<file path="src/rtl/imem_arb_if.sv">
// Instruction-memory arbiter bus: fetch port, loader port and the shared
// memory-side signals. The arbiter sits on the slave modport; the requesters
// and the memory model sit on the master modport.
interface imem_arb_if #(
  parameter int AW = 32,
  parameter int DW = 32
);
  logic          imem_arb_f_req;
  logic [AW-1:0] imem_arb_f_addr;
  logic          imem_arb_f_gnt;
  logic          imem_arb_f_rvalid;

  logic          imem_arb_l_req;
  logic          imem_arb_l_we;
  logic          imem_arb_l_lock;
  logic [AW-1:0] imem_arb_l_addr;
  logic [DW-1:0] imem_arb_l_wdata;
  logic          imem_arb_l_gnt;
  logic          imem_arb_l_rvalid;

  logic [DW-1:0] imem_arb_rdata;

  logic [AW-1:0] imem_arb_mem_addr;
  logic [DW-1:0] imem_arb_mem_wdata;
  logic          imem_arb_mem_rd;
  logic          imem_arb_mem_wr;
  logic [DW-1:0] imem_arb_mem_rdata;

  modport slave (
    input  imem_arb_f_req, imem_arb_f_addr,
    input  imem_arb_l_req, imem_arb_l_we, imem_arb_l_lock,
    input  imem_arb_l_addr, imem_arb_l_wdata,
    input  imem_arb_mem_rdata,
    output imem_arb_f_gnt, imem_arb_f_rvalid,
    output imem_arb_l_gnt, imem_arb_l_rvalid,
    output imem_arb_rdata,
    output imem_arb_mem_addr, imem_arb_mem_wdata,
    output imem_arb_mem_rd, imem_arb_mem_wr
  );

  modport master (
    output imem_arb_f_req, imem_arb_f_addr,
    output imem_arb_l_req, imem_arb_l_we, imem_arb_l_lock,
    output imem_arb_l_addr, imem_arb_l_wdata,
    output imem_arb_mem_rdata,
    input  imem_arb_f_gnt, imem_arb_f_rvalid,
    input  imem_arb_l_gnt, imem_arb_l_rvalid,
    input  imem_arb_rdata,
    input  imem_arb_mem_addr, imem_arb_mem_wdata,
    input  imem_arb_mem_rd, imem_arb_mem_wr
  );
endinterface

</file>
<file path="src/rtl/imem_arb.sv">
// Two-requester instruction-memory arbiter. Core fetch and program loader
// share one single-cycle memory port. Grants are combinational from the
// current requests; conflicts are resolved round-robin, and the loader can
// take exclusive ownership with l_lock. Read data returns one cycle after
// the read strobe and is flagged to whichever requester issued it.
module imem_arb #(
  parameter int AW = 32,
  parameter int DW = 32
) (
  input  logic     imem_arb_clk,
  input  logic     imem_arb_reset_in,
  imem_arb_if.slave bus
);

  typedef enum logic [1:0] {
    ST_INIT = 2'd0,
    ST_RUN  = 2'd1,
    ST_LOCK = 2'd2
  } state_t;

  state_t        state_r;
  state_t        state_nxt_s;
  logic          last_l_r;      // 1: loader held the most recent grant
  logic          last_l_nxt_s;
  logic          rr_f_s;
  logic          rr_l_s;
  logic          pick_f_s;
  logic          pick_l_s;
  logic          f_rvalid_r;
  logic          l_rvalid_r;
  logic [AW-1:0] addr_s;
  logic [DW-1:0] wdata_s;

  // Round-robin choice assuming both ports are eligible.
  always_comb begin
    rr_f_s = 1'b0;
    rr_l_s = 1'b0;
    if (bus.imem_arb_f_req && (!bus.imem_arb_l_req || last_l_r)) begin
      rr_f_s = 1'b1;
    end else if (bus.imem_arb_l_req) begin
      rr_l_s = 1'b1;
    end else begin
      rr_f_s = 1'b0;
      rr_l_s = 1'b0;
    end
  end

  // Grant selection: nothing in INIT, loader-only while lock is held,
  // round-robin otherwise (including the cycle the lock is dropped).
  always_comb begin
    pick_f_s = 1'b0;
    pick_l_s = 1'b0;
    case (state_r)
      ST_RUN: begin
        pick_f_s = rr_f_s;
        pick_l_s = rr_l_s;
      end
      ST_LOCK: begin
        if (bus.imem_arb_l_lock) begin
          pick_l_s = bus.imem_arb_l_req;
        end else begin
          pick_f_s = rr_f_s;
          pick_l_s = rr_l_s;
        end
      end
      default: begin
        pick_f_s = 1'b0;
        pick_l_s = 1'b0;
      end
    endcase
  end

  // Next state and round-robin pointer; the pointer only moves on a grant.
  always_comb begin
    state_nxt_s  = state_r;
    last_l_nxt_s = last_l_r;
    case (state_r)
      ST_INIT: state_nxt_s = ST_RUN;
      ST_RUN: begin
        if (pick_l_s && bus.imem_arb_l_lock) begin
          state_nxt_s = ST_LOCK;
        end else begin
          state_nxt_s = ST_RUN;
        end
      end
      ST_LOCK: begin
        if (bus.imem_arb_l_lock) begin
          state_nxt_s = ST_LOCK;
        end else begin
          state_nxt_s = ST_RUN;
        end
      end
      default: state_nxt_s = ST_INIT;
    endcase
    if (pick_f_s) begin
      last_l_nxt_s = 1'b0;
    end else if (pick_l_s) begin
      last_l_nxt_s = 1'b1;
    end else begin
      last_l_nxt_s = last_l_r;
    end
  end

  // Memory address / write data mux; zero when nobody is granted.
  always_comb begin
    addr_s  = '0;
    wdata_s = '0;
    if (pick_f_s) begin
      addr_s = bus.imem_arb_f_addr;
    end else if (pick_l_s) begin
      addr_s  = bus.imem_arb_l_addr;
      wdata_s = bus.imem_arb_l_wdata;
    end else begin
      addr_s  = '0;
      wdata_s = '0;
    end
  end

  // State, pointer and read-response tracking; reset drops any response.
  always_ff @(posedge imem_arb_clk or negedge imem_arb_reset_in) begin
    if (!imem_arb_reset_in) begin
      state_r    <= ST_INIT;
      last_l_r   <= 1'b1;
      f_rvalid_r <= 1'b0;
      l_rvalid_r <= 1'b0;
    end else begin
      state_r    <= state_nxt_s;
      last_l_r   <= last_l_nxt_s;
      f_rvalid_r <= pick_f_s;
      l_rvalid_r <= pick_l_s & ~bus.imem_arb_l_we;
    end
  end

  assign bus.imem_arb_f_gnt     = pick_f_s;
  assign bus.imem_arb_l_gnt     = pick_l_s;
  assign bus.imem_arb_mem_rd    = pick_f_s | (pick_l_s & ~bus.imem_arb_l_we);
  assign bus.imem_arb_mem_wr    = pick_l_s & bus.imem_arb_l_we;
  assign bus.imem_arb_mem_addr  = addr_s;
  assign bus.imem_arb_mem_wdata = wdata_s;
  assign bus.imem_arb_f_rvalid  = f_rvalid_r;
  assign bus.imem_arb_l_rvalid  = l_rvalid_r;
  assign bus.imem_arb_rdata     = bus.imem_arb_mem_rdata;

endmodule

</file>
<file path="src/flat_wrapper.sv">
// flat-port wrapper written by rule: the top's interface ports become plain ports
module imem_arb_flat 
#(
  parameter int AW = 32,
  parameter int DW = 32
)
  (imem_arb_clk, imem_arb_reset_in, bus_imem_arb_f_req, bus_imem_arb_f_addr, bus_imem_arb_l_req, bus_imem_arb_l_we, bus_imem_arb_l_lock, bus_imem_arb_l_addr, bus_imem_arb_l_wdata, bus_imem_arb_mem_rdata, bus_imem_arb_f_gnt, bus_imem_arb_f_rvalid, bus_imem_arb_l_gnt, bus_imem_arb_l_rvalid, bus_imem_arb_rdata, bus_imem_arb_mem_addr, bus_imem_arb_mem_wdata, bus_imem_arb_mem_rd, bus_imem_arb_mem_wr);
  imem_arb_if #(.AW(AW), .DW(DW)) bus_i ();
  input  logic imem_arb_clk;
  input  logic imem_arb_reset_in;
  input wire logic [$bits(bus_i.imem_arb_f_req)-1:0] bus_imem_arb_f_req;
  input wire logic [$bits(bus_i.imem_arb_f_addr)-1:0] bus_imem_arb_f_addr;
  input wire logic [$bits(bus_i.imem_arb_l_req)-1:0] bus_imem_arb_l_req;
  input wire logic [$bits(bus_i.imem_arb_l_we)-1:0] bus_imem_arb_l_we;
  input wire logic [$bits(bus_i.imem_arb_l_lock)-1:0] bus_imem_arb_l_lock;
  input wire logic [$bits(bus_i.imem_arb_l_addr)-1:0] bus_imem_arb_l_addr;
  input wire logic [$bits(bus_i.imem_arb_l_wdata)-1:0] bus_imem_arb_l_wdata;
  input wire logic [$bits(bus_i.imem_arb_mem_rdata)-1:0] bus_imem_arb_mem_rdata;
  output wire logic [$bits(bus_i.imem_arb_f_gnt)-1:0] bus_imem_arb_f_gnt;
  output wire logic [$bits(bus_i.imem_arb_f_rvalid)-1:0] bus_imem_arb_f_rvalid;
  output wire logic [$bits(bus_i.imem_arb_l_gnt)-1:0] bus_imem_arb_l_gnt;
  output wire logic [$bits(bus_i.imem_arb_l_rvalid)-1:0] bus_imem_arb_l_rvalid;
  output wire logic [$bits(bus_i.imem_arb_rdata)-1:0] bus_imem_arb_rdata;
  output wire logic [$bits(bus_i.imem_arb_mem_addr)-1:0] bus_imem_arb_mem_addr;
  output wire logic [$bits(bus_i.imem_arb_mem_wdata)-1:0] bus_imem_arb_mem_wdata;
  output wire logic [$bits(bus_i.imem_arb_mem_rd)-1:0] bus_imem_arb_mem_rd;
  output wire logic [$bits(bus_i.imem_arb_mem_wr)-1:0] bus_imem_arb_mem_wr;
  assign bus_i.imem_arb_f_req = bus_imem_arb_f_req;
  assign bus_i.imem_arb_f_addr = bus_imem_arb_f_addr;
  assign bus_i.imem_arb_l_req = bus_imem_arb_l_req;
  assign bus_i.imem_arb_l_we = bus_imem_arb_l_we;
  assign bus_i.imem_arb_l_lock = bus_imem_arb_l_lock;
  assign bus_i.imem_arb_l_addr = bus_imem_arb_l_addr;
  assign bus_i.imem_arb_l_wdata = bus_imem_arb_l_wdata;
  assign bus_i.imem_arb_mem_rdata = bus_imem_arb_mem_rdata;
  assign bus_imem_arb_f_gnt = bus_i.imem_arb_f_gnt;
  assign bus_imem_arb_f_rvalid = bus_i.imem_arb_f_rvalid;
  assign bus_imem_arb_l_gnt = bus_i.imem_arb_l_gnt;
  assign bus_imem_arb_l_rvalid = bus_i.imem_arb_l_rvalid;
  assign bus_imem_arb_rdata = bus_i.imem_arb_rdata;
  assign bus_imem_arb_mem_addr = bus_i.imem_arb_mem_addr;
  assign bus_imem_arb_mem_wdata = bus_i.imem_arb_mem_wdata;
  assign bus_imem_arb_mem_rd = bus_i.imem_arb_mem_rd;
  assign bus_imem_arb_mem_wr = bus_i.imem_arb_mem_wr;
  imem_arb #(.AW(AW), .DW(DW)) u_core (.imem_arb_clk(imem_arb_clk), .imem_arb_reset_in(imem_arb_reset_in), .bus(bus_i));
endmodule
</file>
<file path="config.mk">
export PLATFORM = sky130hd
export DESIGN_NAME = imem_arb_flat
export DESIGN_NICKNAME = d
export VERILOG_FILES = /design/src/rtl/imem_arb_if.sv /design/src/rtl/imem_arb.sv /design/src/flat_wrapper.sv
export SDC_FILE = /design/constraint.sdc
export NUM_CORES = 1
export LEC_CHECK = 0
export BUFFER_PORTS_ARGS = -buffer_cell sky130_fd_sc_hd__buf_2
export CAP_MARGIN = 20
export CORE_MARGIN = 10
export CORE_UTILIZATION = 31
export CTS_BUF_LIST = sky130_fd_sc_hd__clkbuf_4 sky130_fd_sc_hd__clkbuf_8
export DETAILED_ROUTE_END_ITERATION = 12
export GPL_TIMING_DRIVEN = 0
export PLACE_DENSITY_LB_ADDON = 0.25
export RECOVER_POWER = 100
export SLEW_MARGIN = 20
export SYNTH_ARGS = -nofsm -noshare
export SYNTH_HDL_FRONTEND = slang
export SYNTH_SLANG_ARGS = --single-unit
</file>
<file path="constraint.sdc">
create_clock -name imem_arb_clk -period 2.3 [get_ports imem_arb_clk]
set_input_delay 0.23 -clock imem_arb_clk [delete_from_list [all_inputs] [get_ports imem_arb_clk]]
set_output_delay 0.23 -clock imem_arb_clk [all_outputs]
set_load 0.05 [all_outputs]
</file>
== Yosys cells after proc, flatten, opt, wreduce, memory -nomap -nowiden ==
Index checks and enable logic that the tools add are counted.

* Word-level logic and storage cells: 32
* Output and inout bits: 102
* Flip-flop bits (word level): 5

* Multiplexer cells: 16
* Eq/ne operators: 2
* Reduce and logical (&&, ||, !) cells: 6
* Bitwise gates (word level): 4

{| class="wikitable"
|+ Operators with widths
! kind !! count
|-
| 32-bit 2-to-1 mux || 4
|-
| 1-bit 2-to-1 mux || 7
|-
| 2-bit case mux with 3 select lines || 1
|-
| 2-bit 2-to-1 mux || 2
|-
| 1-bit case mux with 2 select lines || 2
|-
| 1-bit bitwise AND || 2
|-
| 2-bit by 1-bit equality test with 1-bit output (second input constant) || 1
|-
| 2-bit equality test (second input constant) || 1
|-
| 1-bit logical AND || 2
|-
| 2-bit logical NOT || 1
|-
| 2-bit nonzero test || 1
|-
| 1-bit logical NOT || 1
|-
| 1-bit logical OR || 1
|-
| 1-bit NOT || 1
|-
| 1-bit OR || 1
|}

== Longest topological paths before layout ==
Gate-level depths: netlist of run 1.

* Depth in word-level cells: 9
* Gate-level depth with buffers: 8
* Depth with buffers taken out: 6

== Worst setup path before layout of run 1 ==
OpenSTA, ideal clock, no wires.

* Path kind: register -> output
* From: reg u_core.state_r[0]
* To: out bus_imem_arb_mem_addr[24]
* Cell stages (with the launch flop): 8
* Arrival: 2210 ps
* Setup slack: -140 ps
* Cell sequence: dfrtp_1 -> inv_1 -> ha_1 -> and2b_1 -> o2111ai_2 -> buf_6 -> buf_8 -> mux2i_1

* Word-level cells in the longest chain between the ends: 4

{| class="wikitable"
|+ Ends and longest elaborated chain
! item !! line !! text
|-
| start, declared || imem_arb.sv:21 || <nowiki>state_t state_r;</nowiki>
|-
| start signal, assigned || imem_arb.sv:127 || <nowiki>state_r <= state_nxt_s;</nowiki>
|-
| 2-bit equality test / 2-bit by 1-bit equality test with 1-bit output (equally long branches) || imem_arb.sv:53 || <nowiki>case (state_r)</nowiki>
|-
| 1-bit case mux with 2 select lines || imem_arb.sv:53 ||
|-
| 32-bit 2-to-1 mux || imem_arb.sv:110 || <nowiki>end else if (pick_l_s) begin</nowiki>
|-
| 32-bit 2-to-1 mux (*) || imem_arb.sv:108 || <nowiki>if (pick_f_s) begin</nowiki>
|-
| end, declared || flat_wrapper.sv:24 || <nowiki>output wire logic [$bits(bus_i.imem_arb_mem_addr)-1:0] bus_imem_arb_mem_addr;</nowiki>
|}

Mark *: on every way between the ends. The rest lies on a longest branch, timed or not.

== Final worst setup path of run 1 ==
* From: reg u_core.state_r[1]
* To: out bus_imem_arb_mem_addr[17]

The elaborated chain is that of the path after synthesis.

==> results of run 1 <==
-- through the flow --
stage	instances	setup slack (ns)
3_5_place_dp	482	0.0133
5_1_grt	494	-0.0844
3_3_place_gp	482	0.0441
2_1_floorplan	212	-0.140
6_report	494	0.0210
4_1_cts	489	-0.0396
-- cell usage in the layout, fill, tap and decap left out, types with 4 or more instances in the layout --
cell type and count:
buf_6 21, o211ai_1 32, clkbuf_1 38, buf_12 4, and3_1 31, mux2i_2 12
mux2i_1 18, inv_2 4, buf_4 87, inv_1 32, buf_2 107
-- sequential cells by signal (all words and copies together) (netlist names) --
register and cells:
u_core.bus.imem_arb_l_rvalid 1, u_core.bus.imem_arb_f_rvalid 1, u_core.last_l_r 1, u_core.state_r 2
-- final cells by class --
class,instances,share of cell area (%)
inverters,36,4.21
plain buffers,53,13.1
multi-input cells,118,33.3
flip-flops and latches,5,3.97
repair buffers,211,41.4
well taps,67,2.61
clock buffers,4,1.52
-- cells in the mapped netlist (all sizes together) (2+ instances only) --
master / count
nand2: 2
mux2i: 32
and2: 2
o21ai: 2
buf: 48
inv: 36
o211ai: 32
ha: 4
dfrtp: 4
and3: 32
clkbuf: 5
a21oi: 2
-- repair_timing --
action,in CTS,in global routing
setup endpoints to repair,61,67
buffers inserted,2,2
gates cloned,0,3
hold buffers,1,0
endpoints found under the hold margin,4,0
gates resized for setup,75,48
pin swaps,1,2
-- routing by layer --
layer	wire length, µm	vias up	track usage, %
met2	4620	145	33.9
li1	-	1127	-
met1	2810	970	16.0
met3	1140	8	9.14
met4	106	0	4.96
met5	0	-	0
-- worst max path at each step --
stage                                startpoint                   endpoint  cells after the start
CTS                 u_core.state_r[1]$_DFF_PN0_  bus_imem_arb_mem_wdata[3]                      9
floorplan           u_core.state_r[0]$_DFF_PN0_  bus_imem_arb_mem_addr[24]                      7
global placement    u_core.state_r[0]$_DFF_PN0_  bus_imem_arb_mem_addr[31]                      7
detailed placement  u_core.state_r[0]$_DFF_PN0_  bus_imem_arb_mem_addr[31]                      7
finish              u_core.state_r[1]$_DFF_PN0_  bus_imem_arb_mem_addr[17]                      7
global route        u_core.state_r[1]$_DFF_PN0_  bus_imem_arb_mem_addr[17]                      7
-- logic make-up after synthesis --
kind of cell | Yosys count | share of synthesized area [%]
and+or+nand+nor | 41 | 15.9
DFF | 5 | 7.97
buffers and inverters | 89 | 33.0
AOI/OAI and AO/OA | 41 | 19.8
muxes | 32 | 20.2
adders and majority gates | 4 | 3.15
-- power by group --
| part | internal (mW) | switching, mW |
|---|---|---|
| registers | 0.128 | 0.0244 |
| logic | 1.34 | 2.33 |
| clock network | 0.130 | 0.0403 |
| total | 1.60 | 2.39 |
-- worst max-delay path: cells and delay by family, from the launching register on --
| family | cells | cell delay [ns] |
|---|---|---|
| compound gates | 1 | 0.26 |
| fa+ha+maj | 1 | 0.18 |
| buf+inv | 3 | 0.58 |
| flops | 1 | 0.43 |
| simple gates | 1 | 0.18 |
| mux | 1 | 0.21 |
==> summary.md, run 1 <==
| Metric | Value |
|---|---|
| Clock-pin transition on the worst setup and hold timing paths | `0.03 ns` |
| WHS Path Cells | `2` |
| Grt ovf | `0` |
| Area leader, netlist | `mux2i_1` |
| Die height | `91.5 µm` |
| Total Power | `3.99 mW` |
| Port Buffers | `203` |
| Peak VDD IR | `701 µV` |
| Pwr/cell area | `1240 mW/mm²` |
| Share of post-route cells with drive strength above 1 | `59.3%` |
| Max Freq | `439 MHz` |
| Final Core Density | `66.2%` |
| WHS Endpoint | `u_core.bus.imem_arb_l_rvalid$_DFF_PN0_` |
| Final TNS setup | `0 ns` |
| H-Tree Depth | `1` |
| Final nets | `566` |
| Total GRT Usage | `17.8%` |
| Placeable Area | `0.00485 mm²` |
| FF-to-FF setup slack | `0.73 ns` |
| Unique masters post-synth | `29` |
| Register Area | `128 µm²` |
| Slowest-stage cell, CP | `dfrtp_2` |
| Initial Utilization | `32.7%` |
| GPL Wtd Cong | `0.803` |
| Area contributors post-synth | `mux2i_1, buf_4, o211ai_1` |
| Num CTS Buffers | `3` |
| Slew HR | `58.2%` |
| CTS tree | `yes` |
| Ports | `236` |
| Worst-path fanout max | `7` |
| Cells after Synth | `212` |
| Fill cell count | `432` |
| Number of flops mapped to enable cells by yosys | `0` |
| Post-route clock period utilization | `99.1%` |
| CP required | `2.07 ns` |
| Via count | `2250` |
| Area after DPL | `0.00273 mm²` |
| Synth warn | `0` |
| WHS | `0.201 ns` |
| Final instance area | `0.00321 mm²` |
| Routed WL | `8680 µm` |
| Drt first pass iters | `4` |
| CTS sink cnt | `5` |
| RSZ-0062 raised after global routing | `true` |
| Number of global-route vias before repair | `2347` |
| Diode count | `0` |
| Critical Path AT | `2.05 ns` |
| First-pass GRT wire length | `12400 µm` |
| Area growth syn-to-layout | `102%` |
| Die width | `91.5 µm` |
| Crit path cell chain | `ha_4 -> and2b_1 -> o2111ai_4 -> buf_12 -> clkbuf_16 -> mux2i_1 -> buf_4` |
| Syn_nets | `350` |
| Post-DP HPWL | `7170 µm` |
| Antenna violations before repair | `0` |
| Max capacitance violation total | `0` |
| Root Driver | `clkbuf_8` |
| Final Hold Viols | `0` |
| Synth Cell Area | `0.00159 mm²` |
| Skew final | `0.0000653 ns` |
| Max Slew Vio Count | `0` |
| Worst setup EP type | `output port` |
| Reg2reg start | `u_core.state_r[1]$_DFF_PN0_` |
| Least-Margin Pin Slew | `0.629 ns` |
| DRC errors left | `0` |
| CP Launch Type | `flip-flop` |
| Hold Crit Class | `in2reg` |
| Final ANT Viol Nets | `0` |
| Share of Yosys cell area claimed by the top area cell type | `20.2%` |
| Status | `complete, no violations` |
| Reg-to-Reg End | `u_core.last_l_r$_DFFE_PN1P_` |
| Clock buffer depth | `2` |
| Reg2Reg Depth | `6` |
| Setup Viol. Count Final | `0` |
| DR vias/cell | `4.55` |
| Die ar. | `0.00838 mm²` |
| Asr flop ratio synth | `100%` |
| WS Path Type | `reg2out` |
| DR WL/cell | `17.6 µm` |
| Number of DRC markers in iteration 0 | `64` |
| Hold wc startpoint | `bus_imem_arb_l_we` |
| CP peak stage delay | `0.43 ns` |
| Clock Latency Late Sink | `0.22 ns` |
| Largest net degree at the start of global routing | `11` |
| Row cnt | `25` |
| Syn avg cell area | `7.48 µm²` |
| Seq cells post-synth | `5` |
| Area of the multi-input gates | `0.00107 mm²` |
| P_leak | `1.94 nW` |
| Prevailing post-synth register cell | `dfrtp_1` |
| Register area share after synthesis | `7.97%` |
| Post-layout minimum cycle time | `2.28 ns` |
Power figures use the tool's default switching activity.
==> run 2: changes to the inputs <==
- BUFFER_PORTS_ARGS: -buffer_cell sky130_fd_sc_hd__buf_2 -> default
- CORE_AREA: default -> 10 10 83 85
- CORE_MARGIN: 10 -> default
- CORE_UTILIZATION: 31 -> default
- DIE_AREA: default -> 0 0 93 95
- DONT_BUFFER_PORTS: default -> 1
==> run 2 against run 1 <==
  * Register-to-register slack worse by 0.24 ns
  * Total power up 2.8%
  * Worst hold slack worse by 0.11 ns
  * Fmax down 0.28%
  * Critical path depth up 1
  * Combinational power up 2%
  * Sequential power up 22%
  * Clock skew up 0.0033 ns
  * Critical path type unchanged
  * Critical endpoint unchanged
==> summary.md, run 2 (same netlist as run 1, synthesis figures left out) <==
| Metric | Value |
|---|---|
| Status | `complete, no violations` |
| Area of the multi-input gates | `0.00152 mm² (+42%)` |
| Worst-path fanout max | `6 (-1)` |
| Placeable Area | `0.00534 mm² (+10%)` |
| Post-route clock period utilization | `99.4% (+0.27 points)` |
| CP Launch Type | `flip-flop` |
| Largest register FFs | `2 (unchanged)` |
| Num CTS Buffers | `3 (unchanged)` |
| Die height | `95 µm (+3.8%)` |
| Register Area | `126 µm² (-0.98%)` |
| Clock Latency Late Sink | `0.22 ns (about the same)` |
| Most common cell after layout, fill and taps aside | `clkbuf_1` |
| Ports | `236 (unchanged)` |
| Skew final | `0.00334 ns (+0.00328 ns)` |
| Clock buffer depth | `2 (unchanged)` |
| Clk pwr share | `4.2% (about the same)` |
| Drt first pass iters | `4 (unchanged)` |
| Grt ovf | `0 (unchanged)` |
| Peak VDD IR | `855 µV (+22%)` |
| Row cnt | `27 (+8.0%)` |
| Total GRT Usage | `16.3% (-1.5 points)` |
| Max Freq | `438 MHz (-0.28%)` |
| Area growth syn-to-layout | `60.6%` |
| Root Driver | `clkbuf_8` |
| CTS tree | `yes` |
| Share of post-route cells with drive strength above 1 | `49.0% (-10 points)` |
| Least-Margin Pin Slew | `0.650 ns (+0.0213 ns)` |
| Placed instance count | `286 (-41%)` |
| First-pass GRT wire length | `11600 µm (-6.7%)` |
| Worst setup EP type | `output port` |
| Diode count | `0 (unchanged)` |
| P_leak | `1.06 nW (-45%)` |
| DRC errors left | `0 (unchanged)` |
| Post-DP HPWL | `6580 µm (-8.2%)` |
| Max capacitance violation total | `0 (unchanged)` |
| H-Tree Depth | `1 (unchanged)` |
| CP required | `2.07 ns (about the same)` |
| Layout Cells excl Fill | `311 (-37%)` |
| Via count | `1699 (-24%)` |
| Die width | `93 µm (+1.6%)` |
| DR vias/cell | `5.46 (+20%)` |
| Worst Slack Setup Final | `0.0147 ns (-0.00631 ns)` |
| Initial Utilization | `29.7% (-3.0 points)` |
| Largest Register | `u_core.state_r` |
| Final nets | `378 (-33%)` |
| Die ar. | `0.00884 mm² (+5.4%)` |
| Critical Path AT | `2.06 ns (about the same)` |
| Comb pwr share | `91.3% (-0.6 points)` |
| Antenna violations before repair | `0 (unchanged)` |
| RSZ-0062 raised after global routing | `true` |
| Fill cell count | `539 (+25%)` |
| Slew HR | `56.8% (-1.4 points)` |
| Post-layout minimum cycle time | `2.29 ns (+0.00631 ns)` |
| DP Worst Slack | `-0.402 ns (-0.415 ns)` |
| Sw frac | `61.1% (+1.1 points)` |
| GPL Wtd Cong | `0.798 (-0.72%)` |
| Number of DRC markers in iteration 0 | `25 (-61%)` |
| Internal power | `1.60 mW (-0.15%)` |
| Final ANT Viol Nets | `0 (unchanged)` |
| Switching power | `2.51 mW (+4.7%)` |
| CTS sink cnt | `5 (unchanged)` |
| Flop pwr share | `4.5% (+0.7 points)` |
| DR WL/cell | `26.2 µm (+49%)` |
| Clock-pin transition on the worst setup and hold timing paths | `0.03 ns (about the same)` |
| Hold Crit Class | `in2reg` |
| Max Slew Vio Count | `0 (unchanged)` |
| Final instance area | `0.00255 mm² (-21%)` |
| Largest net degree at the start of global routing | `11 (unchanged)` |
| Number of global-route vias before repair | `1867 (-20%)` |
| Pwr/cell area | `1610 mW/mm² (+30%)` |
| Setup Viol. Count Final | `0 (unchanged)` |
| WS Path Type | `reg2out` |
| Commonest non-fill, non-tap cells in the layout | `clkbuf_1, inv_1, o211ai_1` |
| Routed WL | `8140 µm (-6.3%)` |
| Final Hold Viols | `0 (unchanged)` |
| Port Buffers | `0 (-100%)` |
| Area after DPL | `0.00174 mm² (-36%)` |
run 2: cell type report:
cell class / instances / share of cell area [%]
buffer: 51 / 12.2
clock buffer: 4 / 1.92
inverter: 36 / 5.40
multi-input combinational: 118 / 59.7
sequential: 5 / 4.96
tap: 72 / 3.54
timing repair buffer: 25 / 12.3
run 2: what timing repair did:
action | 4_1_cts | 5_1_grt
hold buffers | 1 | 0
endpoints found under the setup margin | 66 | 65
cloned | 1 | 5
pin swaps | 4 | 14
endpoints found under the hold margin | 5 | 0
setup buffers | 9 | 7
gates resized for setup | 124 | 31
run 2: metrics by stage:
step                      setup TNS, ns  hold slack (ns)  total power, mW  utilization [%]
after global placement           -10.76          -0.0655             2.82             32.2
after floorplan                   -2.93          -0.0656             2.55                -
after global routing              -1.45           0.0897             4.28             47.7
after detailed placement          -8.98          -0.0654             2.88             32.7
final                                 0           0.0860             4.10             47.7
after CTS                         -1.75           0.0821             3.81             45.5
run 2: path summary, 6_finish.rpt:
path                                             start                                endpoint  slack, ns  cells after the start
setup / recovery           u_core.state_r[1]$_DFF_PN0_               bus_imem_arb_mem_addr[17]       0.01                      8
hold / removal                       bus_imem_arb_l_we  u_core.bus.imem_arb_l_rvalid$_DFF_PN0_       0.09                      1
setup reg to reg           u_core.state_r[1]$_DFF_PN0_  u_core.bus.imem_arb_f_rvalid$_DFF_PN0_       0.49                      8
hold reg to reg            u_core.last_l_r$_DFFE_PN1P_             u_core.last_l_r$_DFFE_PN1P_       0.58                      1
max in group asynchronous            imem_arb_reset_in             u_core.last_l_r$_DFFE_PN1P_       1.76                      1
min in group asynchronous            imem_arb_reset_in  u_core.bus.imem_arb_f_rvalid$_DFF_PN0_       0.30                      1
run 2: power by group through the flow:
stage	sequential (mW)	clock, mW	combinational (mW)
6_report	0.187	0.171	3.75
5_1_grt	0.191	0.180	3.91
4_1_cts	0.189	0.173	3.44
3_5_place_dp	0.191	0	2.69
3_3_place_gp	0.189	0	2.64
2_1_floorplan	0.182	0	2.37
run 2: worst max-delay path, cell delays in order (launching register included):
cell,delay (ns)
dfrtp_1,0.41
inv_2,0.09
ha_4,0.28
o211a_1,0.16
buf_6,0.12
buf_4,0.11
buf_8,0.10
o211ai_1,0.13
mux2i_4,0.42
run 2: layer usage:
metal | vias to the layer above | GRT usage (%) | wire length (µm)
met5 | - | 0 | 0
met3 | 6 | 9.52 | 1170
met2 | 140 | 30.3 | 4340
met4 | 0 | 3.98 | 63
met1 | 793 | 15.1 | 2570
li1 | 760 | - | -
==> run 3: changes to the inputs <==
- CELL_PAD_IN_SITES_DETAIL_PLACEMENT: default -> 1
- CELL_PAD_IN_SITES_GLOBAL_PLACEMENT: default -> 1
- CORE_AREA: 10 10 83 85 -> 2 2 92 94
- DIE_AREA: 0 0 93 95 -> 0 0 94 96
==> run 3 against run 2 <==
  * The flow now finishes with violations (negative setup slack)
  * Fmax is 1.9% lower
  * Critical path depth is 2 lower
  * Global-route usage is 3.8 points lower
  * Non-clock buffer count is 6 lower
  * Clock power hardly changed
  * Core utilization is 16 points lower
  * Via count is 2.8% lower
  * First-iteration DRC count is 56% lower
  * Combinational power hardly changed
  * Sequential share of layout area is 0.055 points lower
  * Largest power group unchanged
==> summary.md, run 3 (same netlist as run 1, synthesis figures left out) <==
| Metric | Value |
|---|---|
| Status | `finished with violations` |
| Failing checks | `negative setup slack` |
| First-pass GRT wire length | `8690 µm (-25%)` |
| Final TNS setup | `-0.231 ns (-0.231 ns)` |
| Clock-pin transition on the worst setup and hold timing paths | `0.03 ns (about the same)` |
| CP Launch Type | `flip-flop` |
| Num CTS Buffers | `3 (unchanged)` |
| Reg-to-Reg End | `u_core.bus.imem_arb_f_rvalid$_DFF_PN0_` |
| Max Slew Vio Count | `0 (unchanged)` |
| Max capacitance violation total | `0 (unchanged)` |
| Via count | `1652 (-2.8%)` |
| Worst setup EP type | `output port` |
| FF-to-FF setup slack | `0.44 ns (-0.05 ns)` |
| Skew final | `0.00166 ns (-0.00168 ns)` |
| Hold wc startpoint | `bus_imem_arb_l_we` |
| Setup Viol. Count Final | `16 (+16)` |
| Row cnt | `33 (+22%)` |
| GPL Wtd Cong | `0.726 (-9.0%)` |
| Max Freq | `429 MHz (-1.9%)` |
| Slew HR | `58.2% (+1.4 points)` |
| Final ANT Viol Nets | `0 (unchanged)` |
| P_leak | `1.02 nW (-3.5%)` |
| Share of post-route cells with drive strength above 1 | `49.1% (+0.19 points)` |
| Area growth syn-to-layout | `62.4%` |
| WHS Path Cells | `1 (unchanged)` |
| Total Power | `4.08 mW (-0.48%)` |
| WHS Endpoint | `u_core.bus.imem_arb_l_rvalid$_DFF_PN0_` |
| Reg2reg start | `u_core.state_r[1]$_DFF_PN0_` |
| Post-route clock period utilization | `101% (+1.9 points)` |
| Clock Latency Late Sink | `0.22 ns (about the same)` |
| CP required | `2.07 ns (about the same)` |
| Placeable Area | `0.00805 mm² (+51%)` |
| Post-layout minimum cycle time | `2.33 ns (+0.0444 ns)` |
| CTS tree | `yes` |
| Initial Utilization | `19.7% (-10 points)` |
| Number of DRC markers in iteration 0 | `11 (-56%)` |
| Clock buffer depth | `2 (unchanged)` |
| Final Hold Viols | `0 (unchanged)` |
| Largest net degree at the start of global routing | `11 (unchanged)` |
| CTS sink cnt | `5 (unchanged)` |
| Most common cell after layout, fill and taps aside | `clkbuf_1` |
| Least-Margin Pin Slew | `0.630 ns (-0.0206 ns)` |
| H-Tree Depth | `1 (unchanged)` |
| WS Path Type | `reg2out` |
| RSZ-0062 raised after global routing | `true` |
| Fill cell count | `924 (+71%)` |
| Root Driver | `clkbuf_8` |
| Die ar. | `0.00902 mm² (+2.1%)` |
| Die width | `94 µm (+1.1%)` |
| DR WL/cell | `19.5 µm (-25%)` |
| Peak VDD IR | `636 µV (-26%)` |
| Commonest non-fill, non-tap cells in the layout | `clkbuf_1, inv_1, o211ai_1, mux2i_4, and3_4` |
| DP Worst Slack | `-0.451 ns (-0.0488 ns)` |
| Drt first pass iters | `3 (-1)` |
| Routed WL | `6630 µm (-19%)` |
| Largest register FFs | `2 (unchanged)` |
| DR vias/cell | `4.87 (-11%)` |
| Worst Slack Setup Final | `-0.0298 ns (-0.0444 ns)` |
| Port Buffers | `0 (unchanged)` |
| Post-DP HPWL | `4760 µm (-28%)` |
| Grt ovf | `0 (unchanged)` |
| Diode count | `0 (unchanged)` |
| Ports | `236 (unchanged)` |
| Critical Path AT | `2.10 ns (+0.04 ns)` |
| Die height | `96 µm (+1.1%)` |
| Number of global-route vias before repair | `1628 (-13%)` |
| Total GRT Usage | `12.5% (-3.8 points)` |
| Hold Crit Class | `in2reg` |
| WHS | `0.0757 ns (-0.0103 ns)` |
| Reg2Reg Depth | `8 (unchanged)` |
| Worst-path fanout max | `8 (+2)` |
| Pwr/cell area | `1590 mW/mm² (-1.6%)` |
| DRC errors left | `0 (unchanged)` |
| Largest Register | `u_core.state_r` |
| Final nets | `373 (-1.3%)` |
| Antenna violations before repair | `0 (unchanged)` |
run 3: cell types whose count changed in the layout (fill, tap and decap cells not counted), sizes merged:
cell      before  now
buf           33   31
clkbuf        46   42
clkinv         0    1
clkinvlp       0    1
inv           36   35
run 3: report_power, final:
part           internal [mW]  leakage, nW  switching [mW]
combinational           1.32        0.936            2.40
sequential             0.124       0.0610          0.0678
clock                  0.131       0.0262          0.0429
run 3: timing repair:
item	CTS	global route
pin swaps	7	32
endpoints found under the setup margin	66	57
gates resized for setup	150	14
setup buffers	11	3
hold buffers	1	0
hold endpoints to repair	5	0
gates cloned	3	3
run 3: worst max path at each step:
stage	startpoint	endpoint	slack (ns)
2_1_floorplan	u_core.state_r[0]$_DFF_PN0_	bus_imem_arb_mem_addr[24]	-0.14
3_3_place_gp	u_core.state_r[0]$_DFF_PN0_	bus_imem_arb_mem_addr[21]	-0.40
3_5_place_dp	u_core.state_r[0]$_DFF_PN0_	bus_imem_arb_mem_addr[26]	-0.45
4_1_cts	u_core.state_r[0]$_DFF_PN0_	bus_imem_arb_mem_addr[4]	-0.11
5_1_grt	u_core.state_r[0]$_DFF_PN0_	bus_imem_arb_mem_addr[30]	-0.11
6_report	u_core.state_r[1]$_DFF_PN0_	bus_imem_arb_mem_addr[30]	-0.03
run 3: worst max-delay path, cell delays in order, from the launching register on:
cell       delay (ns)
dfrtp_1          0.43
ha_4             0.19
and2b_1          0.18
o2111ai_4        0.23
buf_12           0.19
buf_16           0.17
mux2i_4          0.47
run 3: final cells by class:
type	instances	area, µm²	area share, %
multi-input combinational	118	1550	60.0
buffer	51	354	13.7
clock buffer	4	48.8	1.89
timing repair inverter	1	7.51	0.291
timing repair buffer	19	221	8.60
sequential	5	126	4.91
inverter	36	140	5.44
tap	105	131	5.10
run 3: metrics by stage:
stage               util, %  instance area, µm²  std cells
finish                 32.0                2580        339
global route           32.0                2580        339
CTS                    32.8                2640        336
detailed placement     21.8                1760        317
global placement       21.8                1760        317
floorplan                 -                1630        212
run 3: layer usage:
| metal | global-route usage [%] | wire [µm] |
|---|---|---|
| met5 | 0 | 0 |
| met1 | 12.1 | 2160 |
| met2 | 27.5 | 3860 |
| met4 | 0.483 | 27 |
| met3 | 2.90 | 582 |
